<file path="config.mk">
export PLATFORM = sky130hd
export DESIGN_NAME = systolic_scheduler
export DESIGN_NICKNAME = d
export VERILOG_FILES = /design/src/rtl/sys_sched_pkg.sv /design/src/rtl/skew_line.sv /design/src/rtl/systolic_scheduler.sv
export SDC_FILE = /design/constraint.sdc
export NUM_CORES = 1
export LEC_CHECK = 0
export ABC_CLOCK_PERIOD_IN_PS = 6100
export CELL_PAD_IN_SITES_DETAIL_PLACEMENT = 0
export CELL_PAD_IN_SITES_GLOBAL_PLACEMENT = 2
export CORE_MARGIN = 1.5
export CORE_UTILIZATION = 30
export DETAILED_ROUTE_END_ITERATION = 10
export PLACE_DENSITY_LB_ADDON = 0.15
export SLEW_MARGIN = 20
export SYNTH_ARGS = -nofsm -noshare
export SYNTH_HDL_FRONTEND = slang
export SYNTH_SLANG_ARGS = --single-unit
</file>
<file path="constraint.sdc">
create_clock -name clk -period 6.1 [get_ports clk]
set_clock_uncertainty 0.15 [all_clocks]
set_input_delay 1.83 -clock clk [delete_from_list [all_inputs] [get_ports clk]]
set_output_delay 1.83 -clock clk [all_outputs]
set_load 0.05 [all_outputs]
</file>
<file path="src/rtl/sys_sched_pkg.sv">
// sys_sched_pkg: shared FSM state encoding and drain-length helper for systolic_scheduler.
package sys_sched_pkg;
  typedef enum logic [2:0] {IDLE, CLEAR, FEED, DRAIN, DONE} state_t;
  function automatic int drain_cyc(input int n);
    return 2 * n - 1;
  endfunction
endpackage

</file>
<file path="src/rtl/skew_line.sv">
// skew_line: enabled delay line of DEPTH stages with synchronous clear; DEPTH 0 is a wire.
module skew_line #(
  parameter int DEPTH = 0,
  parameter int W = 8
) (
  input  logic         clk,
  input  logic         rst_n,
  input  logic         en,
  input  logic         clr,
  input  logic [W-1:0] d,
  output logic [W-1:0] q
);
  if (DEPTH == 0) begin : g_wire
    logic unused_ok;
    assign unused_ok = ^{clk, rst_n, en, clr};
    assign q = d;
  end else begin : g_reg
    logic [DEPTH-1:0][W-1:0] sr;
    always_ff @(posedge clk or negedge rst_n)
      if (!rst_n) sr <= '0;
      else if (clr) sr <= '0;
      else if (en) begin
        sr[0] <= d;
        for (int i = 1; i < DEPTH; i++) sr[i] <= sr[i-1];
      end
    assign q = sr[DEPTH-1];
  end
endmodule

</file>
<file path="src/rtl/systolic_scheduler.sv">
// systolic_scheduler: sequences one tile through an NxN systolic array with row/column input skew.
// Define SYS_SCHED_PERF_EN to build the saturating FEED-stall counter behind perf_stall.
module systolic_scheduler
  import sys_sched_pkg::*;
#(
  parameter int N = 8,
  parameter int A_W = 8,
  parameter int W_W = 8,
  parameter int K_W = 8
) (
  input  logic           clk,
  input  logic           rst_n,
  input  logic           start,
  input  logic [K_W-1:0] k_len,
  input  logic [N-1:0]   cfg_row_mask,
  input  logic [N-1:0]   cfg_col_mask,
  input  logic           in_valid,
  output logic           in_ready,
  input  logic [N*A_W-1:0] in_act,
  input  logic [N*W_W-1:0] in_wgt,
  output logic           arr_en,
  output logic           arr_clr,
  output logic [N-1:0]   arr_row_en,
  output logic [N-1:0]   arr_col_en,
  output logic [N*A_W-1:0] arr_act_flat,
  output logic [N*W_W-1:0] arr_wgt_flat,
  output logic           busy,
  output logic           done,
  output logic [31:0]    perf_stall
);
  localparam int DRAIN_CYC = drain_cyc(N);
  localparam int D_W = $clog2(DRAIN_CYC + 1);
  state_t state, state_nx;
  logic [K_W-1:0] k_lat, beat_cnt;
  logic [N-1:0] row_mask, col_mask;
  logic [D_W-1:0] drain_cnt;
  logic accept;
  logic [N*A_W-1:0] act_in;
  logic [N*W_W-1:0] wgt_in;
  assign accept = (state == FEED) && in_valid;
  assign in_ready = state == FEED;
  assign arr_en = accept || (state == DRAIN);
  assign arr_clr = state == CLEAR;
  assign busy = state != IDLE;
  assign done = state == DONE;
  assign arr_row_en = busy ? row_mask : '0;
  assign arr_col_en = busy ? col_mask : '0;
  // Outside FEED the skew inputs see zeros, so DRAIN flushes the lines clean.
  assign act_in = in_ready ? in_act : '0;
  assign wgt_in = in_ready ? in_wgt : '0;
  always_ff @(posedge clk or negedge rst_n)
    if (!rst_n) begin
      state <= IDLE;
      k_lat <= '0;
      row_mask <= '0;
      col_mask <= '0;
      beat_cnt <= '0;
      drain_cnt <= '0;
    end else begin
      state <= state_nx;
      if (state == IDLE && start) begin
        k_lat <= k_len;
        row_mask <= cfg_row_mask;
        col_mask <= cfg_col_mask;
      end
      beat_cnt <= (state == CLEAR) ? '0 : accept ? beat_cnt + 1'b1 : beat_cnt;
      drain_cnt <= (state == DRAIN) ? drain_cnt + 1'b1 : '0;
    end
  always_comb begin
    state_nx = state;
    case (state)
      IDLE:  state_nx = start ? CLEAR : IDLE;
      CLEAR: state_nx = (k_lat == '0) ? DONE : FEED;
      FEED:  state_nx = (accept && beat_cnt == k_lat - 1'b1) ? DRAIN : FEED;
      DRAIN: state_nx = (drain_cnt == D_W'(DRAIN_CYC - 1)) ? DONE : DRAIN;
      DONE:  state_nx = IDLE;
      default: state_nx = IDLE;
    endcase
  end
  for (genvar r = 0; r < N; r++) begin : g_row
    skew_line #(.DEPTH(r), .W(A_W)) u_skew (
      .clk(clk), .rst_n(rst_n), .en(arr_en), .clr(arr_clr),
      .d(act_in[r*A_W+:A_W]), .q(arr_act_flat[r*A_W+:A_W])
    );
  end
  for (genvar c = 0; c < N; c++) begin : g_col
    skew_line #(.DEPTH(c), .W(W_W)) u_skew (
      .clk(clk), .rst_n(rst_n), .en(arr_en), .clr(arr_clr),
      .d(wgt_in[c*W_W+:W_W]), .q(arr_wgt_flat[c*W_W+:W_W])
    );
  end
`ifdef SYS_SCHED_PERF_EN
  logic [31:0] stall_cnt;
  always_ff @(posedge clk or negedge rst_n)
    if (!rst_n) stall_cnt <= '0;
    else if (state == CLEAR) stall_cnt <= '0;
    else if (state == FEED && !in_valid && stall_cnt != '1) stall_cnt <= stall_cnt + 1'b1;
  assign perf_stall = stall_cnt;
`else
  assign perf_stall = '0;
`endif
endmodule

</file>
# Yosys cells after proc, flatten, opt, wreduce, memory -nomap -nowiden
# Cells that the tools add are included.
dict set report word_totals {
  regBits 487
  elab_cells 120
}
dict set report classes {
  eq_ne 6
  reduce_logical 9
  muxes 40
  add_sub_neg 3
}
# op n
set op_table {}
lappend op_table {{two-way mux 56 bit} 4}
lappend op_table {{two-way mux 48 bit} 4}
lappend op_table {{two-way mux 40 bit} 4}
lappend op_table {{two-way mux 32 bit} 4}
lappend op_table {{two-way mux 64 bit} 2}
lappend op_table {{two-way mux 24 bit} 4}
lappend op_table {{two-way mux 16 bit} 4}
lappend op_table {{two-way mux 8 bit} 8}
lappend op_table {{case mux 3 bit (4 select lines)} 1}
lappend op_table {{adder 8 x 1 -> 8 bit (second input constant)} 1}
lappend op_table {{== test 8 bit} 1}
lappend op_table {{logical NOT 8 bit} 1}
lappend op_table {{subtractor 8 x 1 -> 8 bit (second input constant)} 1}
lappend op_table {{== test 3 x 2 -> 1 bit (second input constant)} 2}
lappend op_table {{two-way mux 3 bit} 2}
lappend op_table {{adder 4 x 1 -> 4 bit (second input constant)} 1}
lappend op_table {{== test 4 bit (second input constant)} 1}
lappend op_table {{two-way mux 4 bit} 1}
lappend op_table {{nonzero test 2 bit} 2}
lappend op_table {{== test 3 x 1 -> 1 bit (second input constant)} 1}
lappend op_table {{== test 3 bit (second input constant)} 1}
lappend op_table {{logical AND 1 bit} 3}
lappend op_table {{logical NOT 3 bit} 1}
lappend op_table {{nonzero test 3 bit} 1}
lappend op_table {{2 further kinds} 3}

# Depth between registers and ports, before layout
# Gate-level depths: netlist (run 1).
dict set report depth {
  ltp_word 5
  ltp_mapped 8
}

# Modules after synthesis
# A second synthesis (run 1) with hierarchy kept.
dict set report hier_totals {
  hier_cells 1904
  area_unflattened_um2 22372.7
}
# mod seq_area_each_um2 instances cells_each area_per_inst_um2
set by_module_without_submodules {}
lappend by_module_without_submodules {{skew_line (g_col[7].u_skew ...)} 1401.3 2 188 2354.8}
lappend by_module_without_submodules {{skew_line (g_col[6].u_skew ...)} 1201.2 2 163 2029.4}
lappend by_module_without_submodules {{skew_line (g_col[5].u_skew ...)} 1001.0 2 137 1717.9}
lappend by_module_without_submodules {systolic_scheduler 975.9 1 348 3089.2}
lappend by_module_without_submodules {{skew_line (g_col[4].u_skew ...)} 800.8 2 111 1383.8}
lappend by_module_without_submodules {{skew_line (g_col[3].u_skew ...)} 600.6 2 85 1049.8}
lappend by_module_without_submodules {{skew_line (g_col[2].u_skew ...)} 400.4 2 60 720.7}
lappend by_module_without_submodules {{skew_line (g_col[1].u_skew ...)} 200.2 2 26 325.3}
lappend by_module_without_submodules {{skew_line (g_col[0].u_skew ...)} 0.0 2 8 60.1}

# Worst setup path before layout (run 1)
# Ideal clock, no wire load.
dict set report synth_path {
  kind {input to output}
  start {input in_valid}
  end {output arr_en}
  arrival_ns 2.697
  slack_ns 1.423
  path_buffers 2
  stages 5
  required_ns 4.120
  path_cell_list {nand2_1 > or3_1 > buf_2 > nand2_2 > buf_4}
}
dict set report synth_between {
  elab_chain_cells 2
}
# element line_no
set synth_lines {}
lappend synth_lines {{from (decl)} systolic_scheduler.sv:17} ;# input logic in_valid,
lappend synth_lines {{logical AND 1 bit} systolic_scheduler.sv:40} ;# assign accept = (state == FEED) && in_valid;
lappend synth_lines {{logical OR 1 bit} systolic_scheduler.sv:42} ;# assign arr_en = accept || (state == DRAIN);
lappend synth_lines {{to (decl)} systolic_scheduler.sv:21} ;# output logic arr_en,
# No other way between the ends.

# Worst setup path after layout (run 1)
dict set report layout_path {
  start {register state[0]}
  end {output arr_clr}
}
dict set report layout_between {
  elab_chain_cells 1
}
# element line_no
set layout_lines {}
lappend layout_lines {{from (decl)} systolic_scheduler.sv:33} ;# state_t state, state_nx;
lappend layout_lines {{from (signal assigned)} systolic_scheduler.sv:60} ;# state <= state_nx;
lappend layout_lines {{== test 3 x 1 -> 1 bit} systolic_scheduler.sv:43} ;# assign arr_clr = state == CLEAR;
lappend layout_lines {{to (decl)} systolic_scheduler.sv:22} ;# output logic arr_clr,
# No other way between the ends.

==> impl_metrics.env, run 1 <==
export IMPL_outcome="finished clean"
export IMPL_layout_cells_non_filler=3289
export IMPL_worst_endpoint_arrival_ps=3470
export IMPL_hold_path_depth=2
export IMPL_rsz_0062_raised_after_global_routing="false"
export IMPL_topRoutingLayerUsed="met5"
export IMPL_worst_ir_drop_vdd_mv=0.370
export IMPL_timing_slew_headroom_pct=33.6
export IMPL_synth_top_cells_by_area="sky130_fd_sc_hd__dfrtp_1 (59%), sky130_fd_sc_hd__nand2_1 (16%), sky130_fd_sc_hd__o21ai_0 (9.7%), sky130_fd_sc_hd__buf_4 (5.1%), sky130_fd_sc_hd__clkbuf_1 (1.6%)"
export IMPL_number_of_global_route_vias_before_repair=14700
export IMPL_hold_class="register to register"
export IMPL_power_share_clock_pct=23.8
export IMPL_cts_post_setup_buffers_inserted=0
export IMPL_grt_pass1_wl_um=78900
export IMPL_route_detailed_vias_per_inst=4.38
export IMPL_rows=95
export IMPL_layout_commonest_cell="sky130_fd_sc_hd__nand2_1"
export IMPL_tritoncts="yes"
export IMPL_tns_ps=0
export IMPL_count_of_vias_placed_by_the_detailed_router=14400
export IMPL_pin_count_of_the_biggest_net_entering_global_routing=193
export IMPL_critPathSlowestCell="sky130_fd_sc_hd__clkdlybuf4s50_1"
export IMPL_place_detailed_instances=3187
export IMPL_firstDrtPassIters=4
export IMPL_worst_endpoint_required_ps=4120
export IMPL_synth_warnings=0
export IMPL_clock_path_buffers=3
export IMPL_drt_drc_violations_left=0
export IMPL_switching_power_as_a_share_of_total_power_pct=42.0
export IMPL_startpoint_type="register"
export IMPL_numCtsBuffers=56
export IMPL_max_clock_freq_mhz=184
export IMPL_cp_max_fo=48
export IMPL_total_power_mw=14.0
export IMPL_dp_hpwl_um=28200
export IMPL_area_of_the_die_mm2=0.0702
export IMPL_share_seq_of_total_power_pct=36.7
export IMPL_finalNetCount=2532
export IMPL_timing_critical_path_to_type="output port"
export IMPL_comb_power_share_pct=39.5
export IMPL_critical_path_cell_count=4
export IMPL_drv_max_cap_violation_count=0
export IMPL_post_synth_instance_area_mm2=0.0206
export IMPL_pre_cts_ws_ps=881
export IMPL_cts_num_sinks=487
export IMPL_timing_worst_setup_path_type="register to output port"
export IMPL_cts_reportedPaths_clkPinSlew_ps=60
export IMPL_met3WireLength_um=2170
export IMPL_internal_power_mw=8.11
export IMPL_design_core_area_mm2=0.0675
export IMPL_layout_cells_most_common_list="sky130_fd_sc_hd__nand2_1 (874), sky130_fd_sc_hd__dfrtp_1 (487), sky130_fd_sc_hd__o21ai_0 (400)"
export IMPL_syn_avg_cell_area_um2=9.16
export IMPL_final_critical_path_setup_slack_ps=651
export IMPL_wirelength_met1_um=22100
export IMPL_max_slew_worst_pin_slew_ps=995
export IMPL_layout_area_overhead_vs_synth_pct=22.5
export IMPL_synth_yosys_seq_area_share_pct=59.2
export IMPL_library_cell_appearing_most_often_on_the_critical_path="sky130_fd_sc_hd__inv_1"
export IMPL_netlist_instances=2246
export IMPL_synth_top_cell_by_area="sky130_fd_sc_hd__dfrtp_1"
export IMPL_yosysUniqueCellTypes=37
export IMPL_insertion_delay_of_the_later_clocked_pin_in_the_worst_skew_pair_ps=600
export IMPL_track_usage_pct=13.6
export IMPL_cts_repair_resized=0
export IMPL_p_per_area_mw_per_mm2=554
export IMPL_num_io_pins=337
export IMPL_finalHoldViolCount=0
export IMPL_timing_reg2reg_worst_path_depth=4
export IMPL_switching_power_mw=5.86
export IMPL_die_w_um=265
export IMPL_port_buffer_count=304
export IMPL_timing_critical_path_buf_inv=3
export IMPL_drive_gt1_share_pct=5.38
export IMPL_dr_wl_met2_um=21600
export IMPL_wl_per_cell_um=14.3
export IMPL_root_buffer="sky130_fd_sc_hd__clkbuf_16"
export IMPL_total_leakage_power_nw=10.8
export IMPL_period_utilisation_layout_pct=89.3
export IMPL_timing_final_setup_violations=0
export IMPL_finalCriticalPeriod_ps=5450
export IMPL_starting_density_of_the_core_pct=30.5
export IMPL_cpPeakStageDelay_ps=920
export IMPL_pins_over_their_slew_limit=0
export IMPL_synth_seq_cells=487
export IMPL_dr_iter_0_viols=753
export IMPL_fp_dieH_um=265
export IMPL_cts_hold_buf=0
export IMPL_top_delay_family_on_crit_path="buffers and inverters"
export IMPL_yosys_area_top_type_share_pct=59.2
export IMPL_grt_remaining_overflow=0
export IMPL_critical_path_cell_by_cell="inv_1 -> or3_4 -> inv_1 -> clkdlybuf4s50_1"
export IMPL_detail_route_antenna_nets=0
export IMPL_wirelength_um=47200
export IMPL_cts_htree_levels=2
export IMPL_gpl_final_weighted_congestion=0.745
export IMPL_grt_antenna_before_repair=5
export IMPL_post_route_util_pct=37.3
## state kept, by name (all words and copies together) (netlist names)
name / flops
beat_cnt: 8
drain_cnt: 4
g_col.u_skew.q: 56
col_mask: 8
g_row.u_skew.g_reg.sr: 168
k_lat: 8
state: 3
row_mask: 8
g_row.u_skew.q: 56
g_col.u_skew.g_reg.sr: 168
## through the flow
step	hold WS, ps	area (µm²)
2_1_floorplan	298	20700
3_3_place_gp	309	23400
3_5_place_dp	319	23400
4_1_cts	333	25200
5_1_grt	342	25200
6_report	326	25200
## synthesized netlist by cell type (all sizes together)
cell       n
and2      17
buf      198
conb       1
or3        4
nand2b     2
or4        1
inv        6
mux2      22
nor2      12
a21oi      9
nor3       4
a31oi      1
nand2    875
and4bb     1
nor2b     18
o2bb2ai    1
a22oi      9
nand4      4
o21ai    441
clkbuf    86
a22o       9
nor4b      1
a21o       1
nand3b     2
nor3b      2
dfrtp    487
nor4       2
xnor2     11
ha         4
nand3      9
xor2       6
## power groups by stage
stage	clock network, mW	registers (mW)	logic [mW]
after floorplan	0	5.10	4.41
after global placement	0	5.16	5.59
after detailed placement	0	5.19	5.64
after CTS	3.48	5.15	5.65
after global routing	3.61	5.31	6.15
final	3.32	5.13	5.52
## metal layers
| layer | up-vias | track usage [%] |
|---|---|---|
| met3 | 95 | 3.07 |
| met5 | - | 0 |
| met2 | 207 | 21.7 |
| li1 | 7333 | - |
| met1 | 6757 | 18.3 |
| met4 | 8 | 4.28 |
## area by class of cell
cell class | instances | area, µm²
Antenna cell | 1 | 2.50
Fill cell | 6962 | 42300
Sequential cell | 487 | 12200
Timing Repair Buffer | 321 | 3310
Tap cell | 873 | 1090
Multi-Input combinational cell | 1500 | 6770
Clock buffer | 88 | 1650
Clock inverter | 13 | 164
Inverter | 6 | 22.5
## final timing paths
kind / from / endpoint / slack, ps
setup / recovery: state[0] / arr_clr / 650
hold / removal: g_row[6].u_skew.q[1] / g_row[6].u_skew.q[1] / 330
setup reg to reg: state[2] / g_row[5].u_skew.g_reg.sr[25] / 3230
hold reg to reg: g_row[6].u_skew.q[1] / g_row[6].u_skew.q[1] / 330
max in group asynchronous: rst_n / g_row[4].u_skew.g_reg.sr[15] / 3400
min in group asynchronous: rst_n / g_row[3].u_skew.g_reg.sr[0] / 1110
## worst register-to-register path, stage by stage (launching register included)
cell	delay [ps]
sky130_fd_sc_hd__dfrtp_1	770
sky130_fd_sc_hd__or3_4	630
sky130_fd_sc_hd__buf_4	890
sky130_fd_sc_hd__nand2_1	180
sky130_fd_sc_hd__o21ai_0	170
## cell families after synthesis
| kind of cell | Yosys count | synth area share (%) |
|---|---|---|
| compound gates | 471 | 11.8 |
| xor+xnor | 17 | 0.723 |
| fa+ha+maj | 4 | 0.243 |
| buf+inv | 290 | 8.59 |
| flops | 487 | 59.2 |
| mux | 22 | 1.20 |
| other cells | 1 | 0.0182 |
| simple gates | 954 | 18.2 |
Note: power is estimated with default switching activity, not from simulation.
==> run 2: changes to the inputs <==
--- a/config.mk
+++ b/config.mk
@@ -10,9 +10,11 @@
 export CELL_PAD_IN_SITES_GLOBAL_PLACEMENT = 2
 export CORE_MARGIN = 1.5
 export CORE_UTILIZATION = 30
+export CTS_BUF_LIST = sky130_fd_sc_hd__clkbuf_8
 export DETAILED_ROUTE_END_ITERATION = 10
 export PLACE_DENSITY_LB_ADDON = 0.15
 export SLEW_MARGIN = 20
 export SYNTH_ARGS = -nofsm -noshare
 export SYNTH_HDL_FRONTEND = slang
+export SYNTH_HIERARCHICAL = 1
 export SYNTH_SLANG_ARGS = --single-unit
==> impl_metrics.env, run 2 <==
export IMPL_track_usage_pct=13.0
export IMPL_starting_density_of_the_core_pct=30.5
export IMPL_grt_pass1_wl_um=80400
export IMPL_library_cell_appearing_most_often_on_the_critical_path="sky130_fd_sc_hd__clkdlybuf4s50_1"
export IMPL_timing_worst_setup_path_type="input port to output port"
export IMPL_netlist_instances=1904
export IMPL_numCtsBuffers=93
export IMPL_design_core_area_mm2=0.0733
export IMPL_period_utilisation_layout_pct=85.0
export IMPL_cts_num_sinks=487
export IMPL_cpPeakStageDelay_ps=800
export IMPL_worst_endpoint_required_ps=4120
export IMPL_cts_hold_buf=0
export IMPL_dpl_instance_area_mm2=0.0248
export IMPL_finalHoldViolCount=0
export IMPL_finalNetCount=2247
export IMPL_detail_route_antenna_nets=0
export IMPL_grt_met2_use_pct=19.7
export IMPL_finalCriticalPeriod_ps=5190
export IMPL_max_clock_freq_mhz=193
export IMPL_cts_htree_levels=3
export IMPL_yosys_area_top_type_share_pct=54.5
export IMPL_synth_top_cells_by_count="sky130_fd_sc_hd__dfrtp_1 (487), sky130_fd_sc_hd__nor2_1 (460), sky130_fd_sc_hd__mux2i_1 (449), sky130_fd_sc_hd__buf_4 (150), sky130_fd_sc_hd__and2_1 (130)"
export IMPL_outcome="finished clean"
export IMPL_pre_cts_ws_ps=910
export IMPL_dr_iter_0_viols=633
export IMPL_met1_track_demand_over_resource_pct=17.2
export IMPL_timing_critical_path_buf_inv=2
export IMPL_route_detailed_vias_per_inst=4.29
export IMPL_critical_path_cell_by_cell="clkdlybuf4s50_1 -> and2_1 -> clkdlybuf4s50_1"
export IMPL_drv_max_cap_violation_count=0
export IMPL_port_buffer_count=304
export IMPL_startpoint_type="input port"
export IMPL_root_buffer="sky130_fd_sc_hd__clkbuf_8"
export IMPL_cts_post_setup_buffers_inserted=0
export IMPL_cts_reportedPaths_clkPinSlew_ps=50
export IMPL_drt_drc_violations_left=0
export IMPL_insertion_delay_of_the_later_clocked_pin_in_the_worst_skew_pair_ps=650
export IMPL_worst_endpoint_arrival_ps=3210
export IMPL_p_per_area_mw_per_mm2=540
export IMPL_postSynth_topFlopCell="sky130_fd_sc_hd__dfrtp_1"
export IMPL_pins_over_their_slew_limit=0
export IMPL_worst_ir_drop_vdd_mv=0.345
export IMPL_drive_gt1_share_pct=6.93
export IMPL_fp_dieH_um=276
export IMPL_use_met3_pct=4.65
export IMPL_gpl_final_weighted_congestion=0.709
export IMPL_number_of_global_route_vias_before_repair=13900
export IMPL_max_slew_worst_pin_slew_ps=1020
export IMPL_die_w_um=276
export IMPL_total_leakage_power_nw=12.9
export IMPL_wl_per_cell_um=15.9
export IMPL_global_route_peak_usage_layer="met2"
export IMPL_layout_cell_area_non_filler_mm2=0.0266
export IMPL_post_synth_instance_area_mm2=0.0224
export IMPL_hold_class="register to register"
export IMPL_synth_yosys_seq_area_share_pct=54.5
export IMPL_wirelength_um=49500
export IMPL_synth_top_cell_by_area="sky130_fd_sc_hd__dfrtp_1"
export IMPL_layout_area_overhead_vs_synth_pct=18.7
export IMPL_post_synth_arst_share_pct=100
export IMPL_count_of_vias_placed_by_the_detailed_router=13300
export IMPL_critPathSlowestCell="sky130_fd_sc_hd__clkdlybuf4s50_1"
export IMPL_area_of_the_die_mm2=0.0762
export IMPL_final_critical_path_setup_slack_ps=915
export IMPL_tns_ps=0
export IMPL_layout_commonest_cell="sky130_fd_sc_hd__dfrtp_1"
export IMPL_post_synth_top_count_cell="sky130_fd_sc_hd__dfrtp_1"
export IMPL_dp_hpwl_um=29100
export IMPL_place_detailed_instances=2951
export IMPL_cp_max_fo=1
export IMPL_clock_path_buffers=3
export IMPL_synth_seq_cells=487
export IMPL_layout_cells_most_common_list="sky130_fd_sc_hd__dfrtp_1 (487), sky130_fd_sc_hd__nor2_1 (460), sky130_fd_sc_hd__mux2i_1 (449)"
export IMPL_pin_count_of_the_biggest_net_entering_global_routing=202
export IMPL_timing_critical_path_to_type="output port"
export IMPL_syn_avg_cell_area_um2=11.8
export IMPL_grt_antenna_before_repair=6
export IMPL_yosysUniqueCellTypes=42
export IMPL_rows=99
export IMPL_layout_cells_non_filler=3111
export IMPL_grt_remaining_overflow=0
export IMPL_rsz_0062_raised_after_global_routing="false"
export IMPL_synth_enable_flop_cells=0
export IMPL_timing_slew_headroom_pct=31.8
export IMPL_firstDrtPassIters=4
export IMPL_synth_warnings=6
export IMPL_timing_final_setup_violations=0
export IMPL_biggestRegsByFlops="g_col.u_skew/g_reg.sr (168), g_row.u_skew/g_reg.sr (168)"
export IMPL_num_io_pins=337
export IMPL_tritoncts="yes"
export IMPL_synth_top_cells_by_area="sky130_fd_sc_hd__dfrtp_1 (54%), sky130_fd_sc_hd__mux2i_1 (20%), sky130_fd_sc_hd__nor2_1 (7.7%), sky130_fd_sc_hd__buf_4 (5.0%), sky130_fd_sc_hd__and2_1 (3.6%)"
export IMPL_cts_repair_resized=0
export IMPL_top_delay_family_on_crit_path="buffers and inverters"
==> run 2: cell types whose count changed after synthesis, sizes merged, moves of 41 or more <==
cell    before  now
nand2      875    6
mux2i        0  449
nor2        12  460
o21ai      441    6
and2        17  130
clkbuf      86   45
==> run 2: layout make-up <==
cell class	instances	area, µm²
Timing Repair Buffer	322	3310
Multi-Input combinational cell	1178	8050
Sequential cell	487	12200
Clock buffer	118	1620
Tap cell	959	1200
Clock inverter	40	156
Inverter	5	26.3
Antenna cell	2	5.00
Fill cell	7332	46800
==> run 2: worst register-to-register path: stages, from the launching register on <==
cell and delay [ps]:
sky130_fd_sc_hd__dfrtp_1 500, sky130_fd_sc_hd__or3b_4 490, sky130_fd_sc_hd__inv_8 440, sky130_fd_sc_hd__buf_4 890
sky130_fd_sc_hd__buf_4 790, sky130_fd_sc_hd__nor2_1 200
==> run 2: cells by family (layout without fill, tap and decap cells) <==
kind of cell	after synthesis	in the layout	share of synthesized area [%]
mux	471	471	21.2
flops	487	487	54.5
fa+ha+maj	4	4	0.224
xor+xnor	19	19	0.744
other cells	1	34	0.0168
simple gates	638	638	12.7
compound gates	14	14	0.475
buf+inv	270	485	10.2
==> run 2: worst paths after layout <==
path | from | slack (ps) | depth (start not counted) | endpoint
hold reg to reg | row_mask[2] | 330 | 1 | row_mask[2]
hold / removal | row_mask[2] | 330 | 1 | row_mask[2]
setup reg to reg | state[0] | 2480 | 5 | g_row[4].u_skew/g_reg.sr[2]
min in group asynchronous | rst_n | 1040 | 1 | g_row[5].u_skew/g_reg.sr[27]
max in group asynchronous | rst_n | 3610 | 2 | g_col[7].u_skew/q[0]
setup / recovery | in_wgt[1] | 910 | 3 | arr_wgt_flat[1]
==> run 2: routing by layer <==
layer  routed length, µm  up-vias
met1               22700     6487
met2               22000      280
met3                3440      111
li1                    -     6448
met5                  37        -
met4                1380        6
==> run 2: power by group <==
| group | internal [mW] | total [mW] | switching [mW] | leakage, nW |
|---|---|---|---|---|
| clock network | 1.71 | 3.07 | 1.36 | 1.05 |
| registers | 4.34 | 4.97 | 0.630 | 6.61 |
| logic | 2.43 | 6.30 | 3.87 | 5.27 |
| total | 8.48 | 14.3 | 5.85 | 12.9 |
==> run 2: stage by stage <==
| step | hold WS [ps] | power (mW) | util [%] |
|---|---|---|---|
| floorplan | 300 | 10.6 | - |
| global placement | 309 | 11.4 | 33.8 |
| detailed placement | 318 | 11.4 | 33.8 |
| CTS | 331 | 14.7 | 36.2 |
| global route | 352 | 15.3 | 36.2 |
| finish | 326 | 14.3 | 36.2 |
